$ cat src/rtl/word_loader_pkg.sv
// Shared encoder-side types and constants for the word loader: FSM state encoding and separator byte values.
package tensor_core_pkg;

   typedef enum logic [2:0] {
      L_IDLE = 3'd0,
      L_LOAD = 3'd1,
      L_TERM = 3'd2,
      L_EOT  = 3'd3,
      L_DONE = 3'd4
   } loader_state_t;

   localparam logic [7:0] CH_SPACE = 8'h20;
   localparam logic [7:0] CH_TAB   = 8'h09;
   localparam logic [7:0] CH_LF    = 8'h0A;
   localparam logic [7:0] CH_CR    = 8'h0D;
   localparam logic [7:0] CH_NUL   = 8'h00;

endpackage

$ cat src/rtl/word_loader_if.sv
// Control, byte-stream and SRAM-write bundle of the word loader.
// master = controller/stream source side, slave = the loader itself.
interface word_loader_if #(
   parameter int ADDR_WIDTH = 4,
   parameter int DATA_WIDTH = 8
);
   logic                  start;
   logic                  in_valid;
   logic                  in_ready;
   logic [DATA_WIDTH-1:0] in_data;
   logic                  in_last;
   logic                  mem_we;
   logic [ADDR_WIDTH-1:0] mem_addr;
   logic [DATA_WIDTH-1:0] mem_din;
   logic                  busy;
   logic                  done;
   logic                  overflow;
   logic [ADDR_WIDTH-1:0] word_count;

   modport master (
      output start, in_valid, in_data, in_last,
      input  in_ready, mem_we, mem_addr, mem_din, busy, done, overflow, word_count
   );

   modport slave (
      input  start, in_valid, in_data, in_last,
      output in_ready, mem_we, mem_addr, mem_din, busy, done, overflow, word_count
   );
endinterface

$ cat src/rtl/word_loader_char_class.sv
// Combinational byte classifier: flags separators and produces the byte to store.
// With LOWERCASE_FOLD_EN defined, A-Z are folded to a-z; otherwise bytes pass through unchanged.
module char_class
   import tensor_core_pkg::*;
#(
   parameter int DATA_WIDTH = 8
) (
   input  logic [DATA_WIDTH-1:0] i_data,
   output logic                  o_is_sep,
   output logic [DATA_WIDTH-1:0] o_char
);

   assign o_is_sep = (i_data == DATA_WIDTH'(CH_SPACE)) ||
                     (i_data == DATA_WIDTH'(CH_TAB))   ||
                     (i_data == DATA_WIDTH'(CH_LF))    ||
                     (i_data == DATA_WIDTH'(CH_CR))    ||
                     (i_data == DATA_WIDTH'(CH_NUL));

`ifdef LOWERCASE_FOLD_EN
   logic w_is_upper;
   assign w_is_upper = (i_data >= DATA_WIDTH'(8'h41)) && (i_data <= DATA_WIDTH'(8'h5A));
   assign o_char     = w_is_upper ? (i_data + DATA_WIDTH'(8'h20)) : i_data;
`else
   assign o_char = i_data;
`endif

endmodule

$ cat src/rtl/word_loader.sv
// Fills the input-word SRAM from a byte stream: words NUL-terminated, one extra NUL at end of text.
// Separator runs collapse; chars past the reserved tail are dropped and flagged. Optional: LOWERCASE_FOLD_EN.
module word_loader
   import tensor_core_pkg::*;
#(
   parameter int ADDR_WIDTH = 4,
   parameter int DATA_WIDTH = 8
) (
   input  logic         clk,
   input  logic         rst,
   word_loader_if.slave bus
);

   localparam int DEPTH = 2 ** ADDR_WIDTH;
   // Two slots are kept back so the final terminator and end-of-text NUL always fit.
   localparam logic [ADDR_WIDTH-1:0] LAST_CHAR_ADDR = ADDR_WIDTH'(DEPTH - 3);

   loader_state_t         r_state;
   logic [ADDR_WIDTH-1:0] r_wptr;
   logic                  r_word_open;
   logic                  r_in_ready;
   logic                  r_mem_we;
   logic [ADDR_WIDTH-1:0] r_mem_addr;
   logic [DATA_WIDTH-1:0] r_mem_din;
   logic                  r_busy;
   logic                  r_done;
   logic                  r_overflow;
   logic [ADDR_WIDTH-1:0] r_word_count;

   logic                  w_is_sep;
   logic [DATA_WIDTH-1:0] w_char;
   logic                  w_accept;
   logic                  w_write_char;
   logic                  w_write_term;
   logic                  w_open_after;

   char_class #(.DATA_WIDTH(DATA_WIDTH)) u_char_class (
      .i_data   (bus.in_data),
      .o_is_sep (w_is_sep),
      .o_char   (w_char)
   );

   assign w_accept     = bus.in_valid & r_in_ready;
   assign w_write_char = !w_is_sep && (r_wptr <= LAST_CHAR_ADDR);
   assign w_write_term = w_is_sep && r_word_open;
   // A dropped char leaves word_open untouched, so only stored chars can open a word.
   assign w_open_after = w_write_char ? 1'b1 : (w_write_term ? 1'b0 : r_word_open);

   always_ff @(posedge clk or posedge rst) begin
      if (rst) begin
         r_state      <= L_IDLE;
         r_wptr       <= '0;
         r_word_open  <= 1'b0;
         r_in_ready   <= 1'b0;
         r_mem_we     <= 1'b0;
         r_mem_addr   <= '0;
         r_mem_din    <= '0;
         r_busy       <= 1'b0;
         r_done       <= 1'b0;
         r_overflow   <= 1'b0;
         r_word_count <= '0;
      end else begin
         r_mem_we <= 1'b0;
         case (r_state)
            L_IDLE: begin
               r_done <= 1'b0;
               if (bus.start) begin
                  r_state      <= L_LOAD;
                  r_in_ready   <= 1'b1;
                  r_busy       <= 1'b1;
                  r_wptr       <= '0;
                  r_word_open  <= 1'b0;
                  r_overflow   <= 1'b0;
                  r_word_count <= '0;
               end
            end
            L_LOAD: begin
               if (w_accept) begin
                  if (w_write_char) begin
                     r_mem_we    <= 1'b1;
                     r_mem_addr  <= r_wptr;
                     r_mem_din   <= w_char;
                     r_wptr      <= r_wptr + ADDR_WIDTH'(1);
                     r_word_open <= 1'b1;
                  end else if (!w_is_sep) begin
                     r_overflow <= 1'b1;
                  end else if (r_word_open) begin
                     r_mem_we     <= 1'b1;
                     r_mem_addr   <= r_wptr;
                     r_mem_din    <= '0;
                     r_wptr       <= r_wptr + ADDR_WIDTH'(1);
                     r_word_open  <= 1'b0;
                     r_word_count <= r_word_count + ADDR_WIDTH'(1);
                  end
                  if (bus.in_last) begin
                     r_in_ready <= 1'b0;
                     r_state    <= w_open_after ? L_TERM : L_EOT;
                  end
               end
            end
            L_TERM: begin
               r_mem_we     <= 1'b1;
               r_mem_addr   <= r_wptr;
               r_mem_din    <= '0;
               r_wptr       <= r_wptr + ADDR_WIDTH'(1);
               r_word_open  <= 1'b0;
               r_word_count <= r_word_count + ADDR_WIDTH'(1);
               r_state      <= L_EOT;
            end
            L_EOT: begin
               r_mem_we   <= 1'b1;
               r_mem_addr <= r_wptr;
               r_mem_din  <= '0;
               r_state    <= L_DONE;
            end
            L_DONE: begin
               r_done  <= 1'b1;
               r_busy  <= 1'b0;
               r_state <= L_IDLE;
            end
            default: begin
               r_state    <= L_IDLE;
               r_in_ready <= 1'b0;
               r_busy     <= 1'b0;
            end
         endcase
      end
   end

   assign bus.in_ready   = r_in_ready;
   assign bus.mem_we     = r_mem_we;
   assign bus.mem_addr   = r_mem_addr;
   assign bus.mem_din    = r_mem_din;
   assign bus.busy       = r_busy;
   assign bus.done       = r_done;
   assign bus.overflow   = r_overflow;
   assign bus.word_count = r_word_count;

endmodule

$ cat src/flat_wrapper.sv
// flat-port wrapper written by rule: the top's interface ports become plain ports
module word_loader_flat import tensor_core_pkg::*;
#(
   parameter int ADDR_WIDTH = 4,
   parameter int DATA_WIDTH = 8
)
  (clk, rst, bus_start, bus_in_valid, bus_in_data, bus_in_last, bus_in_ready, bus_mem_we, bus_mem_addr, bus_mem_din, bus_busy, bus_done, bus_overflow, bus_word_count);
  word_loader_if #(.ADDR_WIDTH(ADDR_WIDTH), .DATA_WIDTH(DATA_WIDTH)) bus_i ();
  input  logic clk;
  input  logic rst;
  input wire logic [$bits(bus_i.start)-1:0] bus_start;
  input wire logic [$bits(bus_i.in_valid)-1:0] bus_in_valid;
  input wire logic [$bits(bus_i.in_data)-1:0] bus_in_data;
  input wire logic [$bits(bus_i.in_last)-1:0] bus_in_last;
  output wire logic [$bits(bus_i.in_ready)-1:0] bus_in_ready;
  output wire logic [$bits(bus_i.mem_we)-1:0] bus_mem_we;
  output wire logic [$bits(bus_i.mem_addr)-1:0] bus_mem_addr;
  output wire logic [$bits(bus_i.mem_din)-1:0] bus_mem_din;
  output wire logic [$bits(bus_i.busy)-1:0] bus_busy;
  output wire logic [$bits(bus_i.done)-1:0] bus_done;
  output wire logic [$bits(bus_i.overflow)-1:0] bus_overflow;
  output wire logic [$bits(bus_i.word_count)-1:0] bus_word_count;
  assign bus_i.start = bus_start;
  assign bus_i.in_valid = bus_in_valid;
  assign bus_i.in_data = bus_in_data;
  assign bus_i.in_last = bus_in_last;
  assign bus_in_ready = bus_i.in_ready;
  assign bus_mem_we = bus_i.mem_we;
  assign bus_mem_addr = bus_i.mem_addr;
  assign bus_mem_din = bus_i.mem_din;
  assign bus_busy = bus_i.busy;
  assign bus_done = bus_i.done;
  assign bus_overflow = bus_i.overflow;
  assign bus_word_count = bus_i.word_count;
  word_loader #(.ADDR_WIDTH(ADDR_WIDTH), .DATA_WIDTH(DATA_WIDTH)) u_core (.clk(clk), .rst(rst), .bus(bus_i));
endmodule
$ cat config.mk
export PLATFORM = sky130hd
export DESIGN_NAME = word_loader_flat
export DESIGN_NICKNAME = d
export VERILOG_FILES = /design/src/rtl/word_loader_pkg.sv /design/src/rtl/word_loader_if.sv /design/src/rtl/word_loader_char_class.sv /design/src/rtl/word_loader.sv /design/src/flat_wrapper.sv
export SDC_FILE = /design/constraint.sdc
export NUM_CORES = 1
export LEC_CHECK = 0
export ABC_AREA = 1
export BUFFER_PORTS_ARGS = -buffer_cell sky130_fd_sc_hd__buf_4
export CAP_MARGIN = 15
export CORE_MARGIN = 4
export CORE_UTILIZATION = 50
export CTS_CLUSTER_DIAMETER = 80
export DETAILED_ROUTE_END_ITERATION = 8
export PLACE_DENSITY = 0.74
export SLEW_MARGIN = 30
export SYNTH_ARGS = -nofsm -noshare
export SYNTH_HDL_FRONTEND = slang
export SYNTH_SLANG_ARGS = --single-unit
$ cat constraint.sdc
create_clock -name clk -period 1.7 [get_ports clk]
set_input_delay 0.255 -clock clk [delete_from_list [all_inputs] [get_ports clk]]
set_output_delay 0.255 -clock clk [all_outputs]
set_load 0.01 [all_outputs]
==> out/qor.csv, run 1 <==
stage,metric,value,unit
cells_and_area,layout filler cell count,299,
timing,Setup TNS Final,0,ns
timing,Tmin final,1.53,ns
placement,worst slack at placement,0.0944,ns
timing,unrepaired setup endpoints after global routing,false,
timing,fin. max-slew vios,0,
clocking,worst-skew pair later-pin latency,0.32,ns
yosys,Yosys cell types,27,
clocking,Post-CTS Setup Repair Bufs,0,
floorplan,die height,65.5,microns
clocking,Clock Pin Slew Worst Setup and Hold Paths,0.09,ns
drt,Iter 0 DRT Violations,54,
critical_path,r2r worst-path depth,9,
grt,Global Route Usage Sum,0.174,
timing,fin crit share,0.898,
cells_and_area,Final Net Count,263,
job,max cap viols,0,
yosys,syn avg cell area,8.05,sq um
drt,Avg WL per Cell,11.4,microns
cells_and_area,final instance area,0.00202,sq mm
critical_path,critical path type,register to register,
yosys,Synth Instances,205,
worst_hold_path,worst hold path class,input port to async pin,
placement,Detailed Place HPWL,2440,microns
cells_and_area,Area Overhead vs Synth,22.3,%
grt,vias in the first global route,1278,
yosys,synthesized flop and latch total,29,
clocking,root buf cell,clkbuf_4,
critical_path,CP arrival,1.74,ns
critical_path,slowest CP cell,dfrtp_1,
critical_path,worst reg2reg endpoint,u_core.bus.mem_din[7]$_DFFE_PP0P_,
clocking,Post-CTS Hold Fix Bufs,0,
placement,Routability Congestion,0.883,
clocking,Longest Clk Path Bufs,2,
critical_path,highest net fanout along the worst path,7,
timing,Final setup viols,0,
cells_and_area,Multi-input gate area,805,sq um
critical_path,nature of the critical path endpoint,register,
yosys,Syn Nets,222,
power_and_ir_drop,PwrDens,1750,mW/mm^2
timing,worst setup margin,0.173,ns
critical_path,Critical Path Source Type,register,
critical_path,cells along the critical path,"inv_2, nand2_4, nor2_4, inv_4, nor2_4, nand3_4, buf_4, nand3_1, nand2_1",
critical_path,FF-to-FF setup slack,0.17,ns
floorplan,row cnt,20,
clocking,total CTS buffers,5,
drt,vias per cell,4.80,
floorplan,Die X,65.5,microns
drt,routed vias,1391,
critical_path,worst r2r src,u_core.r_state[2]$_DFFE_PP0P_,
floorplan,Core Area,0.00310,sq mm
timing,Slew HR,0.749,
grt,initial antenna violation count,0,
timing,Max Fclk,655,MHz
power_and_ir_drop,total power,3530,uW
grt,grt ovf,0,
clocking,H-tree depth,2,
yosys,sequential area share after synthesis,0.440,
status,run status,"finished, final reports clean",
grt,global-route wire length before repair,5740,microns
grt,largest net degree at the start of global routing,30,
cells_and_area,Register Area,726,sq um
clocking,TritonCTS clock tree,built,
placement,placed insts,283,
floorplan,io pins,34,
floorplan,die area,0.00428,sq mm
drt,Pre-Repair DR Iteration Count,4,
drt,final antenna-violating net count,0,
cells_and_area,antenna cells,0,
yosys,Syn Std Cell Area,0.00165,sq mm
timing,Hold Fails Final Rpt,0,
floorplan,Initial Util,0.532,
critical_path,"Top cell by count, worst path",nor2_4,
placement,Post-DP Area,0.00195,sq mm
clocking,clock tree sinks,29,
critical_path,required time of the critical path,1.92,ns
cells_and_area,share of cells above drive strength 1,0.301,
placement,PortBufs,33,
yosys,synthesis warning total,0,
power_and_ir_drop,Max VDD drop,1190,uV
drt,DRC,0,
clocking,PostCTS Resize Cnt,0,
power_and_ir_drop,leakage,0.00113,uW
critical_path,CP peak stage delay,0.41,ns
timing,worst-margin pin slew,0.372,ns
timing,clk_skew,0.00790,ns
cells_and_area,Non-Filler Instances,290,
drt,routed wire length,3300,microns
-- layout make-up --
class / count / share of cell area
Clock buffer: 7 / 0.0273
Inverter: 26 / 0.0496
Multi-Input combinational cell: 147 / 0.399
Sequential cell: 29 / 0.360
Tap cell: 44 / 0.0273
Timing Repair Buffer: 37 / 0.138
-- layout by cell type (no fill, tap or decap) --
| cell | n |
|---|---|
| nand2_1 | 55 |
| buf_4 | 37 |
| dfrtp_1 | 29 |
| nor2_1 | 22 |
| inv_1 | 20 |
| nand3_1 | 19 |
| nand2_2 | 9 |
| inv_2 | 5 |
| nand3_2 | 5 |
| o21ai_1 | 5 |
| o21ai_0 | 5 |
| clkbuf_4 | 5 |
| nand2_4 | 4 |
| nand4_1 | 4 |
| ha_1 | 4 |
| nor2_4 | 3 |
| nor2_2 | 2 |
| xor2_1 | 2 |
| xnor2_1 | 2 |
| inv_4 | 1 |
| nand3_4 | 1 |
| a21boi_1 | 1 |
| or2_1 | 1 |
| nand3b_4 | 1 |
| a31oi_1 | 1 |
| a21oi_1 | 1 |
| clkbuf_8 | 1 |
| clkbuf_1 | 1 |
-- Yosys cell counts, drive strengths merged --
cell type / n / area share
or2: 1 / 0.0038
inv: 26 / 0.061
nand2: 68 / 0.18
nor2: 27 / 0.078
xor2: 2 / 0.011
buf: 3 / 0.020
nand3: 25 / 0.092
nand3b: 1 / 0.012
dfrtp: 29 / 0.44
a21oi: 1 / 0.0030
ha: 4 / 0.030
nand4: 4 / 0.015
o21ai: 10 / 0.030
a31oi: 1 / 0.0038
a21boi: 1 / 0.0046
xnor2: 2 / 0.011
-- routing by layer --
metal	routed length (microns)	track usage	up-vias
met1	1630	0.236	615
met3	219	0.0615	2
li1	-	-	733
met2	1440	0.264	41
met4	13	0.0466	0
met5	0	0	-
-- power by group --
group	internal, uW	total (uW)	switching [uW]
logic	775	1930	1160
clock network	195	424	229
registers	969	1170	205
-- registers in the layout, summed over array words and instances, names as in the netlist --
register	flops
u_core.bus.done	1
u_core.r_wptr	4
u_core.bus.overflow	1
u_core.bus.word_count	4
u_core.bus.mem_din	8
u_core.r_state	3
u_core.bus.busy	1
u_core.bus.mem_we	1
u_core.bus.mem_addr	4
u_core.r_word_open	1
u_core.bus.in_ready	1
-- through the flow --
| step | util | hold WS, ns |
|---|---|---|
| final | 0.650 | 0.00153 |
| after global routing | 0.650 | 0.0282 |
| after CTS | 0.646 | 0.00233 |
| after detailed placement | 0.629 | 0.362 |
| after global placement | 0.629 | 0.359 |
| after floorplan | - | 0.333 |
-- cells by family (layout without fill, tap and decap cells) --
| logic type | count (synthesis) | count (layout) | share of synthesized area |
|---|---|---|---|
| fa+ha+maj | 4 | 4 | 0.0303 |
| xor+xnor | 4 | 4 | 0.0212 |
| flops | 29 | 29 | 0.440 |
| simple gates | 126 | 126 | 0.387 |
| compound gates | 13 | 13 | 0.0417 |
| buf+inv | 29 | 70 | 0.0804 |
-- critical path: cells and delay by family, from the launching register on --
kind | cells | cell delay (ns)
DFF | 1 | 0.41
and+or+nand+nor | 6 | 0.62
buffers and inverters | 3 | 0.39
-- worst max path at each step --
stage	startpoint	end	depth (start not counted)
final	u_core.r_state[2]$_DFFE_PP0P_	u_core.bus.mem_din[7]$_DFFE_PP0P_	9
after floorplan	u_core.r_wptr[0]$_DFFE_PP0P_	u_core.bus.overflow$_DFFE_PP0P_	10
after global placement	u_core.r_wptr[0]$_DFFE_PP0P_	u_core.bus.overflow$_DFFE_PP0P_	9
after global routing	u_core.r_wptr[0]$_DFFE_PP0P_	u_core.bus.mem_din[5]$_DFFE_PP0P_	10
after CTS	u_core.r_wptr[0]$_DFFE_PP0P_	u_core.bus.overflow$_DFFE_PP0P_	9
after detailed placement	u_core.r_wptr[0]$_DFFE_PP0P_	u_core.bus.overflow$_DFFE_PP0P_	9
Power figures use the tool's default switching activity.
==> run 2, diff against run 1 <==
--- a/config.mk
+++ b/config.mk
@@ -8,6 +8,7 @@
 export ABC_AREA = 1
 export BUFFER_PORTS_ARGS = -buffer_cell sky130_fd_sc_hd__buf_4
 export CAP_MARGIN = 15
+export CORE_ASPECT_RATIO = 1.4
 export CORE_MARGIN = 4
 export CORE_UTILIZATION = 50
 export CTS_CLUSTER_DIAMETER = 80
==> run 2 against run 1 <==
  * Total power grew 5.8%
  * Clock skew is essentially flat
  * Combinational power is essentially flat
  * First-iteration DRC count shrank 43%
  * Cell count shrank 1.0%
  * Clock-buffer cell count is the same
  * Sequential power is essentially flat
  * Critical path type unchanged
  * Critical endpoint is now u_core.bus.mem_din[1]$_DFFE_PP0P_
  * Largest cell class unchanged
  * Highest routed layer unchanged
==> out/qor.csv, run 2 (same netlist as run 1, synthesis figures left out) <==
stage,metric,value,unit
status,run status,"finished, final reports clean",
timing,Slew HR,0.727,
timing,Hold Fails Final Rpt,0,
clocking,TritonCTS clock tree,built,
clocking,Post-CTS Hold Fix Bufs,0,
worst_hold_path,worst hold path class,input port to async pin,
cells_and_area,"commonest non-fill, non-tap cell in the layout",nand2_1,
cells_and_area,Non-Filler Instances,287,
power_and_ir_drop,leakage,0.00116,uW
floorplan,die area,0.00430,sq mm
clocking,total CTS buffers,5,
drt,DR top layer,met4,
power_and_ir_drop,Max VDD drop,1340,uV
clocking,root buf cell,clkbuf_8,
drt,routed wire length,3290,microns
critical_path,critical path type,register to register,
floorplan,Core Area,0.00315,sq mm
drt,Pre-Repair DR Iteration Count,4,
timing,Setup TNS Final,0,ns
drt,vias per cell,4.85,
clocking,Post-CTS Setup Repair Bufs,0,
timing,unrepaired setup endpoints after global routing,false,
cells_and_area,Final Net Count,264,
grt,grt ovf,0,
power_and_ir_drop,PwrDens,1820,mW/mm^2
power_and_ir_drop,total power,3740,uW
grt,largest net degree at the start of global routing,30,
critical_path,required time of the critical path,1.87,ns
floorplan,Initial Util,0.523,
drt,DRC,0,
drt,Met2 Routed Length,1640,microns
clocking,clock tree sinks,29,
drt,WL met3,216,microns
cells_and_area,max FFs per register,8,
drt,Avg WL per Cell,11.5,microns
timing,Tmin final,1.53,ns
critical_path,nature of the critical path endpoint,register,
job,max cap viols,0,
placement,Detailed Place HPWL,2470,microns
critical_path,highest net fanout along the worst path,13,
critical_path,Critical Path Source Type,register,
drt,metal1 wirelength,1350,microns
floorplan,die height,76.0,microns
critical_path,CP arrival,1.70,ns
timing,worst setup margin,0.170,ns
placement,PortBufs,33,
timing,fin crit share,0.900,
timing,clk_skew,0.00773,ns
floorplan,row cnt,24,
clocking,worst-skew pair later-pin latency,0.29,ns
placement,worst slack at placement,0.112,ns
timing,fin. max-slew vios,0,
floorplan,Die X,56.6,microns
cells_and_area,Final Util,0.653,
clocking,Longest Clk Path Bufs,2,
cells_and_area,"commonest cells after routing, fill and taps aside","nand2_1 (56), buf_4 (38), dfrtp_1 (29)",
cells_and_area,Area Overhead vs Synth,24.7,%
timing,Max Fclk,654,MHz
timing,worst-margin pin slew,0.406,ns
placement,placed insts,279,
clocking,Clock Pin Slew Worst Setup and Hold Paths,0.06,ns
placement,Routability Congestion,0.834,
cells_and_area,share of cells above drive strength 1,0.298,
grt,Global Route Usage Sum,0.161,
cells_and_area,layout filler cell count,300,
grt,vias in the first global route,1315,
cells_and_area,antenna cells,0,
grt,initial antenna violation count,0,
clocking,PostCTS Resize Cnt,0,
drt,routed vias,1392,
timing,Final setup viols,0,
drt,Iter 0 DRT Violations,31,
drt,final antenna-violating net count,0,
floorplan,io pins,34,
clocking,H-tree depth,2,
grt,global-route wire length before repair,5430,microns
critical_path,FF-to-FF setup slack,0.17,ns
-- run 2: changes by cell type in the layout (fill, tap and decap cells not counted), sizes merged --
cell / delta
buf: +1
clkinv: +1
-- run 2: metal layers --
| layer | track usage | vias up |
|---|---|---|
| met4 | 0.0974 | 0 |
| met2 | 0.270 | 31 |
| met3 | 0.0508 | 10 |
| met5 | 0 | - |
| met1 | 0.173 | 622 |
| li1 | - | 729 |
-- run 2: metrics by stage --
step                      hold WS, ns  area (sq um)
after floorplan                 0.333          1650
after global placement          0.353          1950
after detailed placement        0.359          1950
after CTS                      0.0503          2050
after global routing           0.0953          2060
final                          0.0437          2060
-- run 2: final timing paths --
check | startpoint | end | cells after the start
setup / recovery | u_core.r_wptr[0]$_DFFE_PP0P_ | u_core.bus.mem_din[1]$_DFFE_PP0P_ | 9
hold / removal | rst | u_core.bus.mem_din[7]$_DFFE_PP0P_ | 3
setup reg to reg | u_core.r_wptr[0]$_DFFE_PP0P_ | u_core.bus.mem_din[1]$_DFFE_PP0P_ | 9
hold reg to reg | u_core.r_state[2]$_DFFE_PP0P_ | u_core.bus.busy$_DFFE_PP0P_ | 1
max in group asynchronous | rst | u_core.bus.word_count[0]$_DFFE_PP0P_ | 3
min in group clk | bus_start | u_core.bus.busy$_DFFE_PP0P_ | 3
-- run 2: area by class of cell --
cell class                 count  area (sq um)  share of cell area
clock buffer                   7          96.3              0.0468
timing repair buffer          38           285               0.139
tap                           39          48.8              0.0237
clock inverter                 1          5.00             0.00243
inverter                      26           100              0.0486
sequential                    29           726               0.353
multi-input combinational    147           797               0.387
-- run 2: worst max-delay path, stage by stage, from the launching register on --
cell     delay (ns)
dfrtp_1        0.39
ha_1           0.20
nor2_1         0.10
nand3_1        0.13
inv_1          0.14
nand2_2        0.08
nand3_4        0.11
nand2_4        0.13
nand2_1        0.09
nand2_1        0.05
-- run 2: power by group --
group | total [uW] | leakage (uW) | switching (uW) | internal [uW]
sequential | 1170 | 0.000376 | 196 | 972
clock | 619 | 0.0000542 | 254 | 365
combinational | 1950 | 0.000728 | 1160 | 790
